===== src/rtl/result_logger_pkg.sv =====
// result_logger_pkg: shared FSM state encoding and default debounce length for the result logger.
package result_logger_pkg;

    typedef enum logic [1:0] {
        S_CAPTURE = 2'b00,
        S_FULL    = 2'b01,
        S_REVIEW  = 2'b10
    } state_t;

    localparam int DEBOUNCE_DEFAULT = 500000;

endpackage


===== src/rtl/result_logger_key_debounce.sv =====
// key_debounce: synchronizes a raw active-low key, debounces it and emits a one-cycle press pulse.
module key_debounce
    import result_logger_pkg::*;
#(
    parameter int CYCLES = DEBOUNCE_DEFAULT
) (
    input  logic clk,
    input  logic reset_n,
    input  logic key_n,
    output logic press
);

    localparam int CW = $clog2(CYCLES + 1);

    logic [1:0]    sync;
    logic          level;
    logic [CW-1:0] cnt;

    // The synchronized level must disagree with the accepted level for CYCLES consecutive samples.
    always_ff @(posedge clk or negedge reset_n) begin
        if (!reset_n) begin
            sync  <= 2'b11;
            level <= 1'b1;
            cnt   <= '0;
            press <= 1'b0;
        end else begin
            sync  <= {sync[0], key_n};
            press <= 1'b0;
            if (sync[1] == level) begin
                cnt <= '0;
            end else if (cnt == CW'(CYCLES - 1)) begin
                level <= sync[1];
                cnt   <= '0;
                press <= ~sync[1];
            end else begin
                cnt <= cnt + 1'b1;
            end
        end
    end

endmodule


===== src/rtl/result_logger.sv =====
// result_logger: captures result/reference word pairs, counts mismatches and lets keys step through the log.
module result_logger
    import result_logger_pkg::*;
#(
    parameter int DATA_WIDTH      = 8,
    parameter int DEPTH           = 8,
    parameter int DEBOUNCE_CYCLES = DEBOUNCE_DEFAULT
) (
    input  logic                       clk,
    input  logic                       reset_n,
    input  logic                       capture,
    input  logic [2*DATA_WIDTH-1:0]    data_in,
    input  logic [2*DATA_WIDTH-1:0]    expected,
    input  logic                       review_n,
    input  logic                       next_n,
    output logic [2*DATA_WIDTH-1:0]    rd_data,
    output logic [$clog2(DEPTH)-1:0]   rd_index,
    output logic                       rd_mismatch,
    output logic [$clog2(DEPTH):0]     err_count,
    output logic                       full,
    output logic [2:0]                 code
);

    localparam int AW = $clog2(DEPTH);
    localparam int WW = 2 * DATA_WIDTH;
    localparam logic [AW:0] DEPTH_W = (AW + 1)'(DEPTH);

    state_t          state;
    logic [WW-1:0]   mem [DEPTH];
    logic [DEPTH-1:0] flag;
    logic [AW-1:0]   wr_ptr;
    logic [AW-1:0]   rd_ptr;
    logic [AW:0]     entries;
    logic            wr_en;
    logic            miss;
    logic            review_press;
    logic            next_press;

    key_debounce #(.CYCLES(DEBOUNCE_CYCLES)) u_review (
        .clk(clk), .reset_n(reset_n), .key_n(review_n), .press(review_press)
    );

    key_debounce #(.CYCLES(DEBOUNCE_CYCLES)) u_next (
        .clk(clk), .reset_n(reset_n), .key_n(next_n), .press(next_press)
    );

    // wr_ptr wraps to 0 exactly when full sets, so {full, wr_ptr} is the stored entry count.
    assign entries  = {full, wr_ptr};
    assign wr_en    = capture && state == S_CAPTURE;
    assign miss     = data_in != expected;
    assign rd_index = rd_ptr;
    assign code     = {state, err_count != '0};

    always_ff @(posedge clk) begin
        if (wr_en) mem[wr_ptr] <= data_in;
    end

    always_ff @(posedge clk or negedge reset_n) begin
        if (!reset_n) begin
            state       <= S_CAPTURE;
            wr_ptr      <= '0;
            rd_ptr      <= '0;
            err_count   <= '0;
            full        <= 1'b0;
            flag        <= '0;
            rd_data     <= '0;
            rd_mismatch <= 1'b0;
        end else begin
            rd_data     <= entries != '0 ? mem[rd_ptr] : '0;
            rd_mismatch <= entries != '0 && flag[rd_ptr];
            if (wr_en) begin
                flag[wr_ptr] <= miss;
                wr_ptr       <= wr_ptr + 1'b1;
                if (miss && err_count != DEPTH_W) err_count <= err_count + 1'b1;
                if (wr_ptr == AW'(DEPTH - 1)) begin
                    full  <= 1'b1;
                    state <= S_FULL;
                end
            end
            // A coincident review press overrides the capture-side state update after the write.
            if (review_press) begin
                if (state == S_REVIEW) begin
                    state <= full ? S_FULL : S_CAPTURE;
                end else begin
                    state  <= S_REVIEW;
                    rd_ptr <= '0;
                end
            end else if (next_press && state == S_REVIEW && entries != '0) begin
                rd_ptr <= {1'b0, rd_ptr} == entries - 1'b1 ? '0 : rd_ptr + 1'b1;
            end
        end
    end

endmodule


===== config.mk =====
export PLATFORM = sky130hd
export DESIGN_NAME = result_logger
export DESIGN_NICKNAME = d
export VERILOG_FILES = /design/src/rtl/result_logger_pkg.sv /design/src/rtl/result_logger_key_debounce.sv /design/src/rtl/result_logger.sv
export SDC_FILE = /design/constraint.sdc
export NUM_CORES = 1
export LEC_CHECK = 0
export ABC_AREA = 1
export BUFFER_PORTS_ARGS = -buffer_cell sky130_fd_sc_hd__buf_2
export CORE_MARGIN = 3
export CORE_UTILIZATION = 37
export CTS_CLUSTER_SIZE = 14
export DETAILED_ROUTE_END_ITERATION = 8
export SYNTH_ARGS = -nofsm -noshare
export SYNTH_HDL_FRONTEND = slang
export SYNTH_HIERARCHICAL = 1
export SYNTH_SLANG_ARGS = --single-unit
export TNS_END_PERCENT = 5

===== constraint.sdc =====
create_clock -name clk -period 2.5 [get_ports clk]
set_input_delay 0.5 -clock clk [delete_from_list [all_inputs] [get_ports clk]]
set_output_delay 0.5 -clock clk [all_outputs]
set_load 0.02 [all_outputs]

==> flow_summary_export.csv, run 1 <==
group,metric,value,unit
sta,fin_crit,2.27,ns
yosys,synthSimpleGateAreaFrac,18.8,%
sta,max_slew_margin,49.1,%
cts,cts_setup_buffers,0,
routing,wl,20600,um
cts,clk_latency,0.52,ns
cts,clk_path_buf_depth,3,
yosys,ys_warn_count,6,
yosys,synth_xor_area_share,2.57,%
yosys,postSynthCellCount,916,
finish,n_fill_cell,2299,
finish,ff_latch_area,5950,um^2
pwr,ir_worst_vdd,0.477,mV
placement,dpl.hpwl,12800,um
pwr,leakagePower,4.46,nW
yosys,syn_nets,961,
placement,port_buffers,64,
floorplanning,row_count,57,
sta,max_freq,0.441,GHz
floorplanning,io_pins,65,
status,status,"finished, final reports clean",
yosys,synth_area_per_cell,10.3,um^2
worst_setup_path,worstSetupPathType,"reg2out",
grt,grtUsageMet2,25.2,%
finish,layout.nets,1040,
cts,cts_made_buffers,23,
placement,dp_cells,1293,
floorplanning,die_x,165,um
routing,drc,0,
finish,antenna_cells,0,
grt,antenna_found_initial,0,
sta,hold_viol_final,0,
cts,clockRootBuffer,"clkbuf_16",
grt,grt_pass1_vias,6281,
hold_path,hold_class,"in2reg",
routing,vias,6494,
worst_setup_path,crit_fanout,72,
pwr,power_density,666,nW/um^2
yosys,ys_types,38,
yosys,synth_mux_area_share,0,%
sta,rsz0062_at_grt,"false",
grt,use_met3,2.79,%
cts,h-tree-depth,1,
job,maxCapViolCount,0,
grt,grt_first_pass_wirelength,33200,um
yosys,synth-edff-count,128,
yosys,synth.largest_area_cell,"edfxtp_1",
cts,clk_pin_slew,0.06,ns
finish,drive_gt1_share,17.1,%
grt,gr-total-overflow,0,
grt,gr-usage-all-layers,15.4,%
finish,fin_cells,1336,
yosys,synth_seq_area_share,63.4,%
yosys,synth_flop_cell,"edfxtp_1",
cts,cts_hold_buf,1,
routing,via_per_inst,4.86,
finish,multi_input_area,2940,um^2
cts,cts.sinks,212,
yosys,yosysTopAreaCellShare,40.9,%
cts,cts_resized,0,
yosys,ys_async_sr_fraction,39.6,%
floorplanning,die_y,165,um
finish,syn2layout_area_growth,15.3,%
yosys,synth-compound-area-share,8.82,%
grt,grtUsageMet1,21.4,%
sta,tns,0,ns
floorplanning,start_util,38.2,%
sta,post-route-period-util,90.6,%
routing,wire_per_inst,15.4,um
floorplanning,core,24600,um^2
floorplanning,fp.dieArea,27300,um^2
yosys,netlist_area,9390,um^2
routing,drtAntennaViolNets,0,
yosys,synthAdderAreaFrac,1.07,%
routing,drtPass1Iterations,5,
yosys,synth_top_family_by_area,"simple AND/OR/NAND/NOR gates",
yosys,synth_area_leaders,"edfxtp_1 (41%), dfrtp_1 (21%), nor2_1 (7.6%)",
grt,grt_max_degree,73,
grt,grt_busiest_layer,"met2",
sta,finalSetupViolCount,0,
worst_setup_path,critPathRequiredTime,2.00,ns
cts,cts_tree,"built",
yosys,ys_seq_elements,212,
sta,drv_slew,0,
worst_setup_path,end_kind,"primary output",
worst_setup_path,critPathLaunchType,"register",
sta,finClkSkew,0.0147,ns
placement,gp_congestion,0.802,
worst_setup_path,cp_data_arrival_time,1.77,ns
routing,drt_iter0_markers,424,
sta,worstMarginPinSlew,0.763,ns
[registers in the layout, summed over array words and instances (netlist names)]
register / flops
mem: 128
u_next/cnt: 19
u_review/cnt: 19
rd_data: 16
flag: 8
err_count: 4
rd_index: 3
wr_ptr: 3
state: 2
u_next/sync: 2
u_review/sync: 2
full: 1
rd_mismatch: 1
u_next/level: 1
u_next/press: 1
u_review/level: 1
u_review/press: 1
[routing by layer]
metal / up-vias / part of all wire, %
met1: 3080 / 46
met2: 179 / 46
li1: 3200 / -
met5: - / 0
met3: 35 / 6.2
met4: 0 / 1.6
[path summary, 6_finish.rpt]
kind                                                 start                         end  slack (ns)  cells after the start
min in group asynchronous                          reset_n   u_review/cnt[7]$_DFF_PN0_        0.49                      2
worst min register to register  u_review/sync[0]$_DFF_PN1_  u_review/sync[1]$_DFF_PN1_        0.36                      0
worst max register to register     rd_index[0]$_DFFE_PN0P_        rd_data[5]$_DFF_PN0_        0.74                      5
worst max-delay path               rd_index[0]$_DFFE_PN0P_                 rd_index[0]        0.23                      2
max in group asynchronous                          reset_n    u_next/level$_DFFE_PN1P_        1.35                      3
worst min-delay path                              review_n  u_review/sync[0]$_DFF_PN1_        0.09                      1
[layout make-up]
type | instances | area share [%]
tap | 324 | 3.74
clock inverter | 11 | 0.982
multi-input combinational | 591 | 27.2
inverter | 86 | 3.07
clock buffer | 31 | 5.78
sequential | 212 | 55.0
timing repair buffer | 81 | 4.30
[cell usage after synthesis (all sizes together), types with 4 or more instances]
cell type and instances:
edfxtp 128, nor2 209, nand3 40, xnor2 6, dfstp 6, nor3 7, buf 24, nor3b 4
nand4 4, nand2 140, inv 85, dfrtp 78, ha 8, o21ai 104, o22ai 32, a21oi 12
xor2 19
[worst max-delay path, cell delays in order (launching register included)]
cell	delay, ns
dfrtp_2	0.38
buf_4	0.57
buf_2	0.30
[logic make-up after synthesis]
| kind of cell | Yosys count |
|---|---|
| simple gates | 404 |
| flops | 212 |
| compound gates | 154 |
| buf+inv | 113 |
| xor+xnor | 25 |
| fa+ha+maj | 8 |
[layout by cell type, fill, tap and decap left out, types with 3 or more instances in the layout]
cell type | Yosys | layout
nor2_1 | 191 | 189
nand2_1 | 128 | 128
edfxtp_1 | 128 | 128
o21ai_0 | 79 | 79
dfrtp_1 | 78 | 77
inv_1 | 76 | 76
buf_2 | 16 | 63
nand3_1 | 35 | 35
o22ai_1 | 32 | 32
o21ai_1 | 25 | 25
clkbuf_16 | 0 | 23
xor2_1 | 16 | 16
buf_4 | 2 | 16
nor2_2 | 11 | 13
a21oi_1 | 12 | 12
nand2_2 | 10 | 10
ha_1 | 8 | 8
inv_2 | 7 | 7
nor2_4 | 7 | 7
xnor2_1 | 6 | 6
clkbuf_1 | 1 | 6
nor3_1 | 6 | 6
dfstp_2 | 6 | 6
nand3_2 | 5 | 5
clkinv_1 | 0 | 4
nand4_1 | 4 | 4
xor2_2 | 3 | 3
clkinv_2 | 0 | 3
[power by group]
group	leakage (nW)	internal [W]	switching, W
registers	2.22	0.00373	0.00000763
logic	1.88	0.0000519	0.000115
clock network	0.356	0.00196	0.00135
[stage by stage]
stage	total power [W]	hold slack [ns]	util, %	cell area, um^2	setup WS [ns]
finish	0.00722	0.0901	44.0	10800	0.235
detailed placement	0.00398	0.348	41.0	10100	0.697
floorplan	0.00387	0.204	-	9390	0.458
CTS	0.00732	0.0646	44.0	10800	0.177
global placement	0.00398	0.350	41.0	10100	0.727
global route	0.00749	0.0609	44.0	10800	0.0999
No activity file was read; power rests on OpenSTA's default activity.
==> inputs of run 2 (changes only) <==
CORE_UTILIZATION = 60   (was 37)
PLACE_DENSITY = 0.79   (was not set)
clock period = 2.15 ns   (was 2.5 ns; I/O delays follow)
==> flow_summary_export.csv, run 2 (synthesized netlist as in run 1, its figures left out) <==
group,metric,value,unit
worst_setup_path,cp_data_arrival_time,1.52,ns
job,maxCapViolCount,0,
grt,grt_first_pass_wirelength,32200,um
sta,post-route-period-util,90.6,%
worst_setup_path,timing.rr.start,"state[0]$_DFFE_PN0P_",
sta,finalSetupViolCount,0,
routing,drc,0,
finish,largest_register_ffs,128,
pwr,p_seq_share,51.8,%
cts,clk_latency,0.52,ns
worst_setup_path,cp_num_buf_inv,2,
sta,rsz0062_at_grt,"false",
worst_setup_path,critPathLaunchType,"register",
finish,reg_top3,"mem: 128 flops, u_next/cnt: 19 flops, u_review/cnt: 19 flops",
hold_path,min-delay-start,"review_n",
sta,tns,0,ns
placement,gp_congestion,0.875,
pwr,power_density,782,nW/um^2
routing,wire_per_inst,16.1,um
finish,utilization,70.3,%
cts,clk_path_buf_depth,3,
floorplanning,row_count,45,
pwr,leakagePower,4.48,nW
grt,grt_max_degree,73,
grt,gr-usage-all-layers,23.0,%
pwr,clockPowerShare,45.9,%
finish,mostFrequentLayoutCells,"nor2_1 (191), nand2_1 (128), edfxtp_1 (128)",
status,status,"finished, final reports clean",
floorplanning,start_util,61.5,%
pwr,p_int,0.00669,W
hold_path,hold_class,"in2reg",
routing,drtPass1Iterations,5,
floorplanning,io_pins,65,
finish,regMostFlops,"mem",
worst_setup_path,end_kind,"primary output",
pwr,ir_worst_vdd,0.594,mV
cts,cts_setup_buffers,0,
placement,port_buffers,64,
sta,hold_viol_final,0,
routing,drt_iter0_markers,587,
pwr,p_sw_share,20.3,%
cts,cts.sinks,212,
sta,worstMarginPinSlew,0.703,ns
hold_path,hold_end,"u_review/sync[0]$_DFF_PN1_",
sta,max_slew_margin,53.1,%
cts,cts_tree,"built",
pwr,p_switching,0.00170,W
sta,fin_crit,1.95,ns
cts,h-tree-depth,1,
worst_setup_path,r2r-end,"mem[3][12]$_DFFE_PP_",
placement,dpl.hpwl,12200,um
floorplanning,die_y,131,um
finish,syn2layout_area_growth,14.3,%
worst_setup_path,path_cells,"inv_1 -> ha_1 -> nand3_1 -> buf_2",
floorplanning,core,15300,um^2
worst_setup_path,crit_fanout,5,
sta,hold_ws,0.0210,ns
sta,finClkSkew,0.0187,ns
floorplanning,fp.dieArea,17200,um^2
grt,gr-total-overflow,0,
routing,drtAntennaViolNets,0,
pwr,power.total,0.00839,W
routing,vias,6677,
worst_setup_path,worstSetupPathType,"reg2out",
sta,max_freq,0.513,GHz
finish,drive_gt1_share,17.3,%
pwr,power_frac_comb,2.3,%
worst_setup_path,crit_family,"flip-flops",
worst_setup_path,reg2reg_depth,6,
worst_setup_path,reg2reg_slack,0.41,ns
worst_setup_path,slowest_stage,"dfrtp_1",
cts,clockRootBuffer,"clkbuf_16",
grt,grt_pass1_vias,6493,
finish,mostFrequentLayoutCell,"nor2_1",
cts,clk_pin_slew,0.06,ns
cts,cts_made_buffers,22,
floorplanning,die_x,131,um
sta,drv_slew,0,
worst_setup_path,critPathRequiredTime,1.72,ns
worst_setup_path,max_stage_delay,0.41,ns
routing,via_per_inst,5.46,
finish,layout.nets,1040,
hold_path,holdPathStages,1,
routing,wl,19600,um
grt,antenna_found_initial,1,
-- run 2: cell type report --
class	count	area (um^2)
clock buffer	25	572
multi-input combinational	591	2940
timing repair buffer	82	498
inverter	86	333
clock inverter	14	171
fill	1080	4530
tap	211	264
sequential	212	5950
antenna	1	2.50
-- run 2: power by group through the flow --
| stage | registers, W | logic [W] | clock network (W) |
|---|---|---|---|
| 2_1_floorplan | 0.00443 | 0.0000662 | 0 |
| 3_3_place_gp | 0.00443 | 0.000185 | 0 |
| 3_5_place_dp | 0.00443 | 0.000192 | 0 |
| 4_1_cts | 0.00435 | 0.000196 | 0.00391 |
| 5_1_grt | 0.00435 | 0.000223 | 0.00410 |
| 6_report | 0.00435 | 0.000191 | 0.00385 |
-- run 2: worst max-delay path by stage --
stage,start,endpoint,depth (start not counted),slack [ns]
finish,err_count[0]$_DFFE_PN0P_,code[0],4,0.20
global route,err_count[0]$_DFFE_PN0P_,code[0],4,0.12
detailed placement,data_in[6],err_count[1]$_DFFE_PN0P_,11,0.44
CTS,err_count[0]$_DFFE_PN0P_,code[0],4,0.18
global placement,capture,mem[1][6]$_DFFE_PP_,6,0.48
floorplan,state[0]$_DFFE_PN0P_,mem[3][0]$_DFFE_PP_,5,0.11
-- run 2: timing repair --
| item | in CTS | in global routing |
|---|---|---|
| setup endpoints to repair | 0 | 0 |
| hold buffers | 1 | 0 |
| resized for setup | 0 | 0 |
| endpoints found under the hold margin | 33 | 0 |
-- run 2: per-layer routing --
metal	share of wire, %	vias up	GRT usage (%)
met5	0	-	0
li1	-	3203	-
met1	41	3190	31.3
met4	2.6	0	6.88
met2	50	233	38.9
met3	6.9	51	3.60
-- run 2: per-stage QoR --
| stage | cell area, um^2 | worst slack [ns] | std cells |
|---|---|---|---|
| after floorplan | 9390 | 0.108 | 916 |
| after global placement | 9980 | 0.481 | 1181 |
| after detailed placement | 9980 | 0.443 | 1181 |
| after CTS | 10700 | 0.185 | 1221 |
| after global routing | 10700 | 0.118 | 1222 |
| final | 10700 | 0.202 | 1222 |
==> inputs of run 3 (changes only) <==
SYNTH_HIERARCHICAL = not set   (was 1)
==> flow_summary_export.csv, run 3 <==
group,metric,value,unit
status,status,"finished, final reports clean",
hold_path,holdPathStages,1,
worst_setup_path,worstSetupPathType,"reg2out",
yosys,ys_types,37,
yosys,synth_seq_area_share,64.3,%
placement,place_ws,0.0481,ns
finish,antenna_cells,0,
worst_setup_path,crit_fanout,38,
finish,largest_register_ffs,128,
yosys,syn_nets,953,
pwr,p_sw_share,19.3,%
finish,syn2layout_area_growth,15.1,%
sta,hold_viol_final,0,
sta,layout_setup_ws,0.182,ns
routing,drtPass1Iterations,5,
cts,cts.sinks,212,
sta,rsz0062_at_grt,"false",
cts,clk_latency,0.51,ns
grt,grt_pass1_vias,6567,
sta,worstMarginPinSlew,0.714,ns
pwr,ir_worst_vdd,0.632,mV
routing,drt_iter0_markers,446,
yosys,synth_area_per_cell,10.2,um^2
routing,via_per_inst,5.66,
pwr,p_seq_share,51.8,%
pwr,power.total,0.00840,W
finish,layout.nets,1032,
floorplanning,fp.dieArea,16900,um^2
placement,gp_congestion,0.894,
grt,antenna_found_initial,0,
pwr,p_int,0.00678,W
worst_setup_path,crit_family,"buffers and inverters",
yosys,postSynthCellCount,908,
yosys,netlist_area,9250,um^2
worst_setup_path,critPathLaunchType,"register",
placement,dpl.hpwl,12000,um
grt,gr-total-overflow,0,
worst_setup_path,timing.rr.start,"wr_ptr[0]$_DFFE_PN0P_",
floorplanning,start_util,62.5,%
sta,post-route-period-util,91.5,%
sta,finalSetupViolCount,0,
pwr,clockPowerShare,46.0,%
yosys,ys_seq_elements,212,
hold_path,hold_class,"in2reg",
finish,drive_gt1_share,15.6,%
placement,port_buffers,64,
worst_setup_path,reg2reg_slack,0.27,ns
yosys,yosysTopAreaCellShare,41.5,%
sta,finClkSkew,0.0211,ns
pwr,leakagePower,4.44,nW
floorplanning,die_x,130,um
finish,mostFrequentLayoutCells,"nor2_1 (186), edfxtp_1 (128), nand2_1 (115)",
routing,drc,0,
floorplanning,core,14800,um^2
hold_path,min-delay-start,"next_n",
cts,cts_setup_buffers,0,
routing,wl,19800,um
floorplanning,io_pins,65,
routing,wire_per_inst,16.7,um
sta,hold_ws,0.0346,ns
cts,clk_pin_slew,0.06,ns
yosys,synth.top_cells.by_count,"nor2_1 (188), edfxtp_1 (128), nand2_1 (115), o21ai_0 (89), inv_1 (84)",
worst_setup_path,slowest_stage,"buf_4",
pwr,power_density,788,nW/um^2
pwr,p_switching,0.00162,W
finish,fin_cells,1187,
worst_setup_path,reg2reg_depth,7,
yosys,synth_flop_cell,"edfxtp_1",
yosys,ys_async_sr_fraction,39.6,%
finish,mostFrequentLayoutCell,"nor2_1",
placement,dp_cells,1146,
cts,cts_made_buffers,22,
routing,drtAntennaViolNets,0,
grt,gr-usage-all-layers,24.1,%
job,maxCapViolCount,0,
worst_setup_path,path_cells,"buf_4 -> buf_2",
worst_setup_path,crit_start,"rd_index[1]$_DFFE_PN0P_",
floorplanning,row_count,44,
sta,tns,0,ns
finish,n_fill_cell,1010,
yosys,synth.largest_area_cell,"edfxtp_1",
hold_path,hold_end,"u_next.sync[0]$_DFF_PN1_",
yosys,synth.most_common_cell,"nor2_1",
grt,grt_max_degree,42,
cts,h-tree-depth,1,
finish,reg_top3,"mem: 128 flops, u_next.cnt: 19 flops, u_review.cnt: 19 flops",
grt,grt_first_pass_wirelength,32100,um
worst_setup_path,cp_data_arrival_time,1.54,ns
finish,regMostFlops,"mem",
cts,cts_tree,"built",
sta,max_slew_margin,52.3,%
worst_setup_path,end_kind,"primary output",
cts,clockRootBuffer,"clkbuf_16",
worst_setup_path,cp_num_buf_inv,2,
cts,clk_path_buf_depth,3,
sta,drv_slew,0,
worst_setup_path,critPathRequiredTime,1.72,ns
sta,max_freq,0.508,GHz
pwr,power_frac_comb,2.2,%
worst_setup_path,max_stage_delay,0.40,ns
yosys,synth_area_leaders,"edfxtp_1 (42%), dfrtp_1 (21%), nor2_1 (7.6%)",
sta,fin_crit,1.97,ns
worst_setup_path,r2r-end,"rd_mismatch$_DFF_PN0_",
yosys,synth-edff-count,128,
routing,vias,6718,
floorplanning,die_y,130,um
yosys,ys_warn_count,0,
[run 3: cell count changes in the layout (fill, tap and decap cells not counted), moves of 4 or more]
cell,previous run,this run
o21ai_1,25,9
nand2_1,128,115
nor3_1,6,16
o21ai_0,79,89
inv_1,76,84
a21oi_1,12,18
nand4_1,4,10
nor2_1,191,186
clkbuf_1,2,6
nand2_2,10,6
nand3_2,5,1
[run 3: routing by layer]
layer / up-vias / part of all wire, % / wire (um) / GRT usage, %
met1: 3188 / 41 / 8200 / 31.7
met2: 261 / 49 / 9710 / 41.0
met4: 0 / 2.4 / 480 / 7.76
met5: - / 0 / 0 / 0
met3: 46 / 7.2 / 1430 / 4.22
li1: 3223 / - / - / -
[run 3: worst max-delay path by stage]
stage	depth (start not counted)	end	slack (ns)
final	2	rd_index[1]	0.18
after global routing	7	rd_data[7]$_DFF_PN0_	0.10
after CTS	2	rd_index[1]	0.18
after detailed placement	11	err_count[3]$_DFFE_PN0P_	0.05
after global placement	11	err_count[1]$_DFFE_PN0P_	0.12
after floorplan	5	mem[5][0]$_DFFE_PP_	0.06
[run 3: cell type report]
type	instances	area [um^2]	area share [%]
tap	184	230	2.16
timing repair buffer	82	536	5.03
inverter	92	347	3.25
clock buffer	28	573	5.38
multi-input combinational	577	2840	26.7
clock inverter	12	174	1.63
sequential	212	5950	55.9
[run 3: worst register-to-register path: stages, from the launching register on]
cell	delay (ns)
dfrtp_1	0.43
inv_1	0.15
ha_1	0.21
inv_1	0.05
nor3_1	0.23
inv_1	0.39
nand2_1	0.22
a31oi_1	0.07
[run 3: cell families after synthesis]
logic type | count (synthesis) | synth area share (%)
and+or+nand+nor | 393 | 18.6
DFF | 212 | 64.3
AOI/OAI and AO/OA | 153 | 8.82
buffers and inverters | 119 | 5.03
xor gates and xnor gates | 23 | 2.18
adders and majority gates | 8 | 1.08
[run 3: metrics by stage]
| stage | utilization [%] | instance area, um^2 |
|---|---|---|
| 3_5_place_dp | 66.8 | 9900 |
| 3_3_place_gp | 66.8 | 9900 |
| 5_1_grt | 71.9 | 10700 |
| 6_report | 71.9 | 10700 |
| 2_1_floorplan | - | 9250 |
| 4_1_cts | 71.9 | 10700 |
[run 3: repair_timing]
action,in CTS,in global routing
hold buffers,1,0
endpoints found under the setup margin,0,0
gates resized for setup,0,0
hold endpoints to repair,28,0
[run 3: power groups by stage]
stage                     logic (W)  clock network (W)  registers, W
after floorplan           0.0000629                  0       0.00443
after global placement     0.000185                  0       0.00443
after detailed placement   0.000191                  0       0.00443
after CTS                  0.000194            0.00392       0.00435
after global routing       0.000218            0.00408       0.00435
final                      0.000189            0.00386       0.00435
